## src/rtl/dma_burst_if.sv

```systemverilog
// Burst request/ack channel between the burst streamer and the AXI master,
// plus the FIFO credit, write-response and error return signals.
interface dma_burst_if #(
   parameter int BYTES_PER_BEAT = 8
);
   logic                      rd_valid_o;
   logic                      rd_ready_i;
   logic [31:0]               rd_addr_o;
   logic                      wr_valid_o;
   logic                      wr_ready_i;
   logic [31:0]               wr_addr_o;
   logic [7:0]                alen_o;
   logic [2:0]                size_o;
   logic [BYTES_PER_BEAT-1:0] strb_o;
   logic                      fifo_pop_i;
   logic                      wr_resp_i;
   logic                      axi_rd_err_i;
   logic                      axi_wr_err_i;

   modport master (
      output rd_valid_o, rd_addr_o, wr_valid_o, wr_addr_o, alen_o, size_o, strb_o,
      input  rd_ready_i, wr_ready_i, fifo_pop_i, wr_resp_i, axi_rd_err_i, axi_wr_err_i
   );

   modport slave (
      input  rd_valid_o, rd_addr_o, wr_valid_o, wr_addr_o, alen_o, size_o, strb_o,
      output rd_ready_i, wr_ready_i, fifo_pop_i, wr_resp_i, axi_rd_err_i, axi_wr_err_i
   );
endinterface

```

## src/rtl/dma_burst_streamer.sv

```systemverilog
// Splits one DMA descriptor into paired read/write burst requests, bounded by
// the 4KB page, the burst length limit and the data FIFO credit.
//
// state    | meaning
// ---------+---------------------------------------------------------
// S_IDLE   | waiting for go_i; descriptor latched and checked on go
// S_CALC   | size the next burst (one cycle)
// S_RD_REQ | read request, held until credit suffices and it is accepted
// S_WR_REQ | write request, held until accepted; addresses advance
// S_DRAIN  | all bursts issued, waiting for outstanding write responses
// S_DONE   | one cycle; sets sticky done, then back to idle
module dma_burst_streamer #(
   parameter int BYTES_PER_BEAT = 8,
   parameter int MAX_BEATS      = 256,
   parameter int FIFO_DEPTH     = 16,
   parameter int BYTES_WIDTH    = 32
) (
   input  logic                   clk,
   input  logic                   rst,
   input  logic                   go_i,
   input  logic [31:0]            src_addr_i,
   input  logic [31:0]            dst_addr_i,
   input  logic [BYTES_WIDTH-1:0] num_bytes_i,
   dma_burst_if.master            bus,
   output logic                   active_o,
   output logic                   done_o,
   output logic                   err_valid_o,
   output logic [1:0]             err_src_o,
   output logic [31:0]            err_addr_o
);

   localparam int BPB_LOG = $clog2(BYTES_PER_BEAT);
   localparam int CW      = $clog2(FIFO_DEPTH) + 1;

   typedef enum logic [2:0] {
      S_IDLE, S_CALC, S_RD_REQ, S_WR_REQ, S_DRAIN, S_DONE
   } state_t;

   state_t                 state_q, state_d;
   logic [31:0]            src_q, dst_q;
   logic [BYTES_WIDTH-1:0] rem_q, rem_next;
   logic [8:0]             chunk_q, chunk_d;
   logic [CW-1:0]          credit_q;
   logic [15:0]            credit_nxt;
   logic [7:0]             outst_q;
   logic                   done_q, err_q;
   logic [1:0]             err_src_q;
   logic [31:0]            err_addr_q;

   logic src_mis, dst_mis, len_mis, misaligned;
   logic rd_hs, wr_hs, abort;

   function automatic logic [31:0] min32(input logic [31:0] a, input logic [31:0] b);
      return (a < b) ? a : b;
   endfunction

   assign src_mis    = (src_addr_i & 32'(BYTES_PER_BEAT - 1)) != 32'd0;
   assign dst_mis    = (dst_addr_i & 32'(BYTES_PER_BEAT - 1)) != 32'd0;
   assign len_mis    = (num_bytes_i & BYTES_WIDTH'(BYTES_PER_BEAT - 1)) != '0;
   assign misaligned = src_mis | dst_mis | len_mis;

   // Beats left before either address crosses its 4KB page.
   always_comb begin
      logic [31:0] src_room, dst_room;
      src_room = (32'd4096 - {20'd0, src_q[11:0]}) >> BPB_LOG;
      dst_room = (32'd4096 - {20'd0, dst_q[11:0]}) >> BPB_LOG;
      chunk_d  = 9'(min32(min32(32'(rem_q), 32'(MAX_BEATS)),
                          min32(32'(FIFO_DEPTH), min32(src_room, dst_room))));
   end

   assign bus.rd_valid_o = (state_q == S_RD_REQ) && (16'(credit_q) >= 16'(chunk_q));
   assign bus.wr_valid_o = (state_q == S_WR_REQ);
   assign bus.rd_addr_o  = src_q;
   assign bus.wr_addr_o  = dst_q;
   assign bus.alen_o     = 8'(chunk_q - 9'd1);
   assign bus.size_o     = 3'(BPB_LOG);
   assign bus.strb_o     = '1;

   assign rd_hs    = bus.rd_valid_o & bus.rd_ready_i;
   assign wr_hs    = bus.wr_valid_o & bus.wr_ready_i;
   assign abort    = err_q | bus.axi_rd_err_i | bus.axi_wr_err_i;
   assign rem_next = rem_q - BYTES_WIDTH'(chunk_q);

   assign credit_nxt = 16'(credit_q) - (rd_hs ? 16'(chunk_q) : 16'd0) + 16'(bus.fifo_pop_i);

   assign active_o    = (state_q != S_IDLE) && (state_q != S_DONE);
   assign done_o      = done_q;
   assign err_valid_o = err_q;
   assign err_src_o   = err_src_q;
   assign err_addr_o  = err_addr_q;

   // On error a request already on the bus is held until accepted, then we quit.
   always_comb begin
      state_d = state_q;
      case (state_q)
         S_IDLE:   if (go_i) state_d = (misaligned || num_bytes_i == '0) ? S_DONE : S_CALC;
         S_CALC:   state_d = abort ? S_DONE : S_RD_REQ;
         S_RD_REQ: begin
            if (rd_hs)                        state_d = abort ? S_DONE : S_WR_REQ;
            else if (abort && !bus.rd_valid_o) state_d = S_DONE;
         end
         S_WR_REQ: if (wr_hs) state_d = abort ? S_DONE :
                                        (rem_next != '0) ? S_CALC : S_DRAIN;
         S_DRAIN:  if (abort || outst_q == 8'd0) state_d = S_DONE;
         S_DONE:   state_d = S_IDLE;
         default:  state_d = S_IDLE;
      endcase
   end

   always_ff @(posedge clk) begin
      if (rst) begin
         state_q    <= S_IDLE;
         src_q      <= '0;
         dst_q      <= '0;
         rem_q      <= '0;
         chunk_q    <= 9'd1;
         credit_q   <= CW'(FIFO_DEPTH);
         outst_q    <= '0;
         done_q     <= 1'b0;
         err_q      <= 1'b0;
         err_src_q  <= '0;
         err_addr_q <= '0;
      end else begin
         state_q  <= state_d;
         credit_q <= (credit_nxt > 16'(FIFO_DEPTH)) ? CW'(FIFO_DEPTH) : credit_nxt[CW-1:0];

         case ({wr_hs, bus.wr_resp_i})
            2'b10:   outst_q <= outst_q + 8'd1;
            2'b01:   if (outst_q != 8'd0) outst_q <= outst_q - 8'd1;
            default: ;
         endcase

         if (state_q == S_IDLE && go_i) begin
            src_q  <= src_addr_i;
            dst_q  <= dst_addr_i;
            rem_q  <= num_bytes_i >> BPB_LOG;
            done_q <= 1'b0;
            err_q  <= misaligned;
            if (misaligned) begin
               err_src_q  <= 2'd2;
               err_addr_q <= src_mis ? src_addr_i :
                             dst_mis ? dst_addr_i : 32'(num_bytes_i);
            end
         end

         if (state_q == S_CALC) chunk_q <= chunk_d;

         if (wr_hs) begin
            src_q <= src_q + (32'(chunk_q) << BPB_LOG);
            dst_q <= dst_q + (32'(chunk_q) << BPB_LOG);
            rem_q <= rem_next;
         end

         if (state_q == S_DONE) done_q <= 1'b1;

         // First error of a transfer is the one reported.
         if (state_q != S_IDLE && !err_q && (bus.axi_rd_err_i || bus.axi_wr_err_i)) begin
            err_q      <= 1'b1;
            err_src_q  <= bus.axi_rd_err_i ? 2'd0 : 2'd1;
            err_addr_q <= bus.axi_rd_err_i ? src_q : dst_q;
         end
      end
   end

endmodule

```

## src/flat_wrapper.sv

```systemverilog
// flat-port wrapper written by rule: the top's interface ports become plain ports
module dma_burst_streamer_flat 
#(
   parameter int BYTES_PER_BEAT = 8,
   parameter int MAX_BEATS      = 256,
   parameter int FIFO_DEPTH     = 16,
   parameter int BYTES_WIDTH    = 32
)
  (clk, rst, go_i, src_addr_i, dst_addr_i, num_bytes_i, active_o, done_o, err_valid_o, err_src_o, err_addr_o, bus_rd_valid_o, bus_rd_addr_o, bus_wr_valid_o, bus_wr_addr_o, bus_alen_o, bus_size_o, bus_strb_o, bus_rd_ready_i, bus_wr_ready_i, bus_fifo_pop_i, bus_wr_resp_i, bus_axi_rd_err_i, bus_axi_wr_err_i);
  dma_burst_if #(.BYTES_PER_BEAT(BYTES_PER_BEAT)) bus_i ();
  input  logic clk;
  input  logic rst;
  input  logic go_i;
  input  logic [31:0] src_addr_i;
  input  logic [31:0] dst_addr_i;
  input  logic [BYTES_WIDTH-1:0] num_bytes_i;
  output logic active_o;
  output logic done_o;
  output logic err_valid_o;
  output logic [1:0] err_src_o;
  output logic [31:0] err_addr_o;
  output wire logic [$bits(bus_i.rd_valid_o)-1:0] bus_rd_valid_o;
  output wire logic [$bits(bus_i.rd_addr_o)-1:0] bus_rd_addr_o;
  output wire logic [$bits(bus_i.wr_valid_o)-1:0] bus_wr_valid_o;
  output wire logic [$bits(bus_i.wr_addr_o)-1:0] bus_wr_addr_o;
  output wire logic [$bits(bus_i.alen_o)-1:0] bus_alen_o;
  output wire logic [$bits(bus_i.size_o)-1:0] bus_size_o;
  output wire logic [$bits(bus_i.strb_o)-1:0] bus_strb_o;
  input wire logic [$bits(bus_i.rd_ready_i)-1:0] bus_rd_ready_i;
  input wire logic [$bits(bus_i.wr_ready_i)-1:0] bus_wr_ready_i;
  input wire logic [$bits(bus_i.fifo_pop_i)-1:0] bus_fifo_pop_i;
  input wire logic [$bits(bus_i.wr_resp_i)-1:0] bus_wr_resp_i;
  input wire logic [$bits(bus_i.axi_rd_err_i)-1:0] bus_axi_rd_err_i;
  input wire logic [$bits(bus_i.axi_wr_err_i)-1:0] bus_axi_wr_err_i;
  assign bus_rd_valid_o = bus_i.rd_valid_o;
  assign bus_rd_addr_o = bus_i.rd_addr_o;
  assign bus_wr_valid_o = bus_i.wr_valid_o;
  assign bus_wr_addr_o = bus_i.wr_addr_o;
  assign bus_alen_o = bus_i.alen_o;
  assign bus_size_o = bus_i.size_o;
  assign bus_strb_o = bus_i.strb_o;
  assign bus_i.rd_ready_i = bus_rd_ready_i;
  assign bus_i.wr_ready_i = bus_wr_ready_i;
  assign bus_i.fifo_pop_i = bus_fifo_pop_i;
  assign bus_i.wr_resp_i = bus_wr_resp_i;
  assign bus_i.axi_rd_err_i = bus_axi_rd_err_i;
  assign bus_i.axi_wr_err_i = bus_axi_wr_err_i;
  dma_burst_streamer #(.BYTES_PER_BEAT(BYTES_PER_BEAT), .MAX_BEATS(MAX_BEATS), .FIFO_DEPTH(FIFO_DEPTH), .BYTES_WIDTH(BYTES_WIDTH)) u_core (.clk(clk), .rst(rst), .go_i(go_i), .src_addr_i(src_addr_i), .dst_addr_i(dst_addr_i), .num_bytes_i(num_bytes_i), .bus(bus_i), .active_o(active_o), .done_o(done_o), .err_valid_o(err_valid_o), .err_src_o(err_src_o), .err_addr_o(err_addr_o));
endmodule
```

## config.mk

```make
export PLATFORM = sky130hd
export DESIGN_NAME = dma_burst_streamer_flat
export DESIGN_NICKNAME = d
export VERILOG_FILES = /design/src/rtl/dma_burst_if.sv /design/src/rtl/dma_burst_streamer.sv /design/src/flat_wrapper.sv
export SDC_FILE = /design/constraint.sdc
export NUM_CORES = 1
export LEC_CHECK = 0
export ABC_CLOCK_PERIOD_IN_PS = 4400
export CAP_MARGIN = 20
export CORE_ASPECT_RATIO = 0.7
export CORE_MARGIN = 2
export CORE_UTILIZATION = 45
export CTS_CLUSTER_DIAMETER = 100
export DETAILED_ROUTE_END_ITERATION = 10
export PLACE_DENSITY = 0.75
export REMOVE_ABC_BUFFERS = 1
export SYNTH_ARGS = -nofsm -noshare
export SYNTH_HDL_FRONTEND = slang
export SYNTH_SLANG_ARGS = --single-unit
```

## constraint.sdc

```tcl
create_clock -name clk -period 4.4 [get_ports clk]
set_input_delay 0.88 -clock clk [delete_from_list [all_inputs] [get_ports clk]]
set_output_delay 0.88 -clock clk [all_outputs]
set_load 0.005 [all_outputs]
```

==> metrics.cfg <==
[clock_network]
cts_tree = built
cts.hold.buffers_added = 0
clk-insertion-delay-late_ns = 0.45
cts.reportedPaths.clkPinSlew_ns = 0.07
root_buffer = clkbuf_16
numCtsBuffers = 17
clk_path_buf_depth = 2
htreeDepth = 4
clock-sinks = 157

[global_route]
grt_usage_pct = 32.05
first_global_vias = 12200
grt_overflow_total = 0
antenna_found_initial = 0
grt_start_max_net_pins = 77
grt_pass1_wl_um = 69120

[worst_setup_path]
cp-endpoint = u_core.chunk_q[4]
critPathMaxFanout = 5
cp.depth = 22
critPathTopFamily = simple AND/OR/NAND/NOR gates
reg2reg_to = u_core.chunk_q[4]
worstReg2RegStart = u_core.bus.wr_addr_o[0]
r2r_slack_ns = -0.11
slowest_stage = or4_4
worstPathCellList = or4_4 -> nor2_4 -> nand2_2 -> nor3_2 -> nand2_1 -> or2_4 -> ha_4 -> nand3_4 -> nor4_4 -> o21ai_2 -> nand3_2 -> mux2i_2 -> a21o_1 -> ha_4 -> a21o_1 -> a21oi_2 -> nor2_1 -> nand4b_1 -> a31oi_2 -> buf_4 -> nor2_2 -> o31a_1
worstRegToRegCells = 22
worst-path-buf-inv = 1
start_kind = register
arrival_ns = 4.84
end_kind = register
max_stage_delay_ns = 0.55
critPathLaunch = u_core.bus.wr_addr_o[0]
path_class = register to register
required_ns = 4.73

[placed_design]
place_ws_ns = -0.3122
dpl_cell_area_um2 = 14410
gp_congestion = 0.9595
io_buffer_count = 215
place_hpwl_um = 32600

[route]
vias = 13180
wl_um = 44900
antenna_left = 0
drc_errors = 0
first_iter_violations = 1419
first_pass_iters = 8
viasPerCell = 6.266
wl_per_cell_um = 21.35

[synth]
synth_cell_types = 77
synth_edf_count = 0
syn_avg_cell_area_um2 = 7.535
syn-cell-area_um2 = 11670
ys.flop_type = dfxtp_1
synthArstFlopShare_pct = 0
ys_seq_area_share_pct = 26.93
synth_seq_cells = 157
synthCells = 1549
ys_warn_count = 0

[timing]
worst_slew_pin_slew_ns = 0.9190
worst_slack_ns = -0.1115
layout_min_cycle_time_ns = 4.511
maxSlewViolCount = 0
max_freq_mhz = 221.7
hold_violations = 0
finalSetupViolCount = 6
rsz0062_at_grt = yes
finClkSkew_ns = 0.008979
period_share_pct = 102.5
tns_ns = -0.5054
slew_headroom_pct = 38.23

[floorplanning]
dieArea_um2 = 27260
core-area_um2 = 25570
die_w_um = 196.5
num_rows = 49
design.portCount = 227
initial_utilization_pct = 45.66
fp.dieH_um = 138.8

[pwr]
irDropWorstVdd_uv = 294.3
p_leak_nw = 5.698
power.total_w = 0.006845
p_per_area_nw_per_um2 = 451.0

[finish]
fill_cells = 2355
final-seq-area_um2 = 3144
finalNetCount = 1939
multi_input_area_um2 = 8139
antenna-diode-count = 0
final_cell_area_um2 = 15180
drive_gt1_share_pct = 9.481
area_growth_pct = 30.03
fin_util_pct = 59.36

[status]
status = finished with violations
violations = negative setup slack

[min_path]
hold_class = register to register
hp-start = u_core.err_src_o[1]

[flow_run]
maxCapViolCount = 0

metal layers:
layer	vias up	wire [um]	global-route usage, %
met3	47	4983	7.855
met1	6247	20990	48.44
met5	-	0	0
li1	6142	-	-
met2	741	18450	45.33
met4	0	482	7.137
layout make-up:
cell class              instances  share of cell area (%)
multi-input cells            1245                   53.63
flip-flops and latches        157                   20.72
repair buffers                293                   18.24
clock buffers                  22                   3.059
well taps                     331                   2.729
inverters                      48                   1.187
clock inverters                 7                  0.4452
cells in the final DEF, fill, tap and decap left out, types with 7 or more instances in the layout:
cell type / count
nand2_1: 149
o211ai_1: 19
nand2b_1: 11
nor2b_1: 38
ha_1: 62
or3_1: 20
mux2i_1: 38
nand4_1: 24
or4_1: 11
a221oi_1: 15
nand4b_1: 8
and2_1: 11
dfxtp_1: 156
xnor2_1: 34
a21oi_1: 150
a222oi_1: 7
nand3_1: 29
nor2_1: 152
inv_1: 48
nor4_1: 28
a22oi_1: 26
and3_1: 11
conb_1: 15
o21a_1: 11
buf_4: 76
a21o_1: 22
nor3_1: 42
clkdlybuf4s50_1: 213
clkbuf_16: 17
o21ai_0: 58
a31oi_1: 31
a211oi_1: 93
xor2_1: 14
stage by stage:
stage               hold WS, ns  instances
floorplan                0.4419       1450
global placement         0.4449       2067
detailed placement       0.4546       2067
CTS                      0.4677       2100
global route             0.4934       2103
finish                   0.4678       2103
sequential cells by signal (all words and copies together), names as in the netlist:
name,flops
u_core.chunk_q,9
u_core.credit_q,5
u_core.bus.rd_addr_o,32
u_core.err_valid_o,1
u_core.outst_q,8
u_core.state_q,3
u_core.bus.wr_addr_o,32
u_core.err_addr_o,32
u_core.rem_q,32
u_core.err_src_o,2
u_core.done_o,1
logic make-up (layout without fill, tap and decap cells):
group                      count (synthesis)  after routing  synth area share, %
AOI/OAI and AO/OA                        490            490                27.72
xor gates and xnor gates                  48             48                3.602
adders and majority gates                 72             72                8.039
buffers and inverters                    160            370                5.531
DFF                                      157            157                26.93
muxes                                     43             43                3.762
other                                      2             15              0.06434
and+or+nand+nor                          577            577                24.35
where the power goes:
| part | switching [W] | internal (W) | leakage, nW |
|---|---|---|---|
| registers | 0.000243 | 0.00165 | 1.29 |
| clock network | 0.000631 | 0.000797 | 0.265 |
| logic | 0.00192 | 0.00160 | 4.15 |
| total | 0.00279 | 0.00405 | 5.70 |
cell usage after synthesis (all sizes together) (7+ instances only):
master    n  area, um^2
dfxtp   157        3143
a21oi   156       784.5
nor2    156       585.6
nand2   151       566.8
a211oi   93       698.2
clkbuf   93       349.1
ha       67       838.3
o21ai    59       295.3
inv      48       180.2
nor3     48       245.2
mux2i    39       394.1
nor2b    38       237.7
nand3    36       190.2
xnor2    34       297.8
a31oi    32       206.5
nor4     32       221.5
a22oi    26       195.2
nand4    24       150.1
or3      23       143.9
a21o     22       165.2
buf      19       116.4
o211ai   19       142.6
a221oi   18       176.4
xor2     14       122.6
and2     13       81.33
nand2b   12       75.07
or4      12       93.84
and3     11       68.82
o21a     11       82.58
nand4b    8       70.07
a222oi    7       70.07
or2       7       43.80
worst min-delay path by stage:
stage	to	slack, ns	depth (start not counted)
after floorplan	u_core.err_src_o[1]	0.44	2
after global placement	u_core.err_src_o[1]	0.44	2
after detailed placement	u_core.err_src_o[1]	0.45	2
after CTS	u_core.err_src_o[1]	0.47	2
after global routing	u_core.err_src_o[1]	0.49	2
final	u_core.err_src_o[1]	0.47	2
what timing repair did:
item	in CTS	in global routing
setup endpoints to repair	8	9
gates resized for setup	19	15
endpoints found under the hold margin	0	0
buffers inserted	4	3
pin swaps	13	13
worst reg2reg max path, cell delays in order (launching register included):
cell and delay, ns:
dfxtp_1 0.31, or4_4 0.55, nor2_4 0.12, nand2_2 0.09
nor3_2 0.16, nand2_1 0.12, or2_4 0.28, ha_4 0.29
nand3_4 0.09, nor4_4 0.26, o21ai_2 0.10, nand3_2 0.13
mux2i_2 0.26, a21o_1 0.18, ha_4 0.22, a21o_1 0.18
a21oi_2 0.11, nor2_1 0.04, nand4b_1 0.21, a31oi_2 0.22
buf_4 0.18, nor2_2 0.04, o31a_1 0.27
No activity file was read; power rests on OpenSTA's default activity.
==> RTL edit: new RTL, same settings <==
Encoding of `state_t`: now one-hot (6 bits for 6 states).
--- a/src/rtl/dma_burst_streamer.sv
+++ b/src/rtl/dma_burst_streamer.sv
@@ -32,8 +32,8 @@
    localparam int BPB_LOG = $clog2(BYTES_PER_BEAT);
    localparam int CW      = $clog2(FIFO_DEPTH) + 1;
 
-   typedef enum logic [2:0] {
-      S_IDLE, S_CALC, S_RD_REQ, S_WR_REQ, S_DRAIN, S_DONE
+   typedef enum logic [5:0] {
+      S_IDLE = 6'b000001, S_CALC = 6'b000010, S_RD_REQ = 6'b000100, S_WR_REQ = 6'b001000, S_DRAIN = 6'b010000, S_DONE = 6'b100000
    } state_t;
 
    state_t                 state_q, state_d;
Function: no difference found for any inputs over 4 cycles, from zero or initial values and one cycle with rst high; so few cycles prove little.
==> RTL edit against the unedited design <==
  * Sequential power grew 8%
  * Total power grew 11%
  * Critical endpoint is now u_core.chunk_q[4]
  * Largest power group unchanged
  * Worst setup slack lost 0.32 ns
  * Sequential cell count grew 3
  * The flow still finishes with violations (negative setup slack)
  * Routed wire length shrank 0.56%
  * Area after synthesis grew 1.8%
  * Cell area grew 2.3%
  * Highest routed layer unchanged
  * Hold slack lost 0.0051 ns
==> RTL edit: results <==
group,metric,value,unit
outcome,status,"finished, violations left",
outcome,violations,"negative setup slack",
logic_synthesis,yosysSeqAreaShare,27.0,%
finish,seq_area,3200,um2
placement,gp_congestion,0.944,
route,wl_met2,18500,um
logic_synthesis,yosys-top-cells-count,"dfxtp_1 (160), a21oi_1 (148), nand2_1 (141)",
logic_synthesis,ys_types,85,
logic_synthesis,yosys.area_share.xor_xnor,3.32,%
finish,multi_input_comb_cells,1236,
finish,clkbuf_count,23,
finish,layout-drive-gt1-share,10.0,%
route,avgViaCountPerCell,6.13,
global_route,antenna_found_initial,1,
logic_synthesis,synth_compound_area_share,27.6,%
finish,finalNonFillerCells,2135,
sta,setup_slack,-0.429,ns
global_route,use_met2,45.2,%
logic_synthesis,synth.avg_cell_area,7.68,um2
route,wl_per_cell,20.9,um
route,drtPass1Iterations,7,
critical_path,r2r-start,"u_core.bus.wr_addr_o[3]",
finish,inverters_excl_clock,54,
sta,fin_skew,0.0189,ns
global_route,grt_pass1_vias,12000,
finish,fillers,2308,
critical_path,cp.arrival,5.16,ns
global_route,met3_usage,7.95,%
finish,buf_share,18.0,%
logic_synthesis,synthMuxAreaShare,4.10,%
finish,n_antenna_cell,1,
critical_path,r2r_cells,20,
global_route,grt_use_total,31.4,%
global_route,grt_max_degree,113,
logic_synthesis,synthesis.area,11900,um2
sta,tns,-2.51,ns
finish,final-clk-cell-share,3.81,%
power,peakVddDrop,0.307,mV
clocking,cts_setup_buffers,5,
finish,n_all_buffers,296,
clocking,clock_insertion_delay_worst_skew,0.44,ns
route,met1_length,20200,um
finish,multi_input_area_share,53.3,%
placement,hpwl,32800,um
global_route,grtUsageMet1,45.6,%
hold_path,hold_end,"u_core.err_src_o[1]",
power,p_leak,5.77,nW
placement,dp.cells,2096,
route,drt-initial-drc-count,1258,
logic_synthesis,synthTopCellsByArea,"dfxtp_1 (27%), ha_1 (7.1%), a211oi_1 (6.3%)",
finish,fin_nets,1942,
sta,slew_headroom,27.8,%
finish,final_cell_area,15500,um2
sta,setup-violations-final,8,
global_route,grt_pass1_wl,68500,um
critical_path,r2r-end,"u_core.chunk_q[4]",
sta,whs,0.463,ns
[RTL edit: critical path: stages (launching register included)]
cell      delay (ns)
dfxtp_2         0.32
or4_4           0.53
or3_4           0.41
o41ai_4         0.29
nand2_4         0.09
ha_4            0.22
a21o_1          0.18
a221oi_4        0.31
o211ai_1        0.12
and2_4          0.19
buf_6           0.12
mux2_4          0.30
nor2_4          0.14
ha_4            0.14
nand4_1         0.13
o22ai_2         0.27
nor4_4          0.06
and2_4          0.18
a21o_4          0.23
or3_4           0.41
o311ai_2        0.09
[RTL edit: power by group through the flow]
stage                     Clock, W  Combinational, W  Sequential (W)
after floorplan                  0           0.00206         0.00205
after global placement           0           0.00360         0.00205
after detailed placement         0           0.00363         0.00207
after CTS                  0.00155           0.00382         0.00204
after global routing       0.00160           0.00439         0.00208
final                      0.00154           0.00404         0.00205
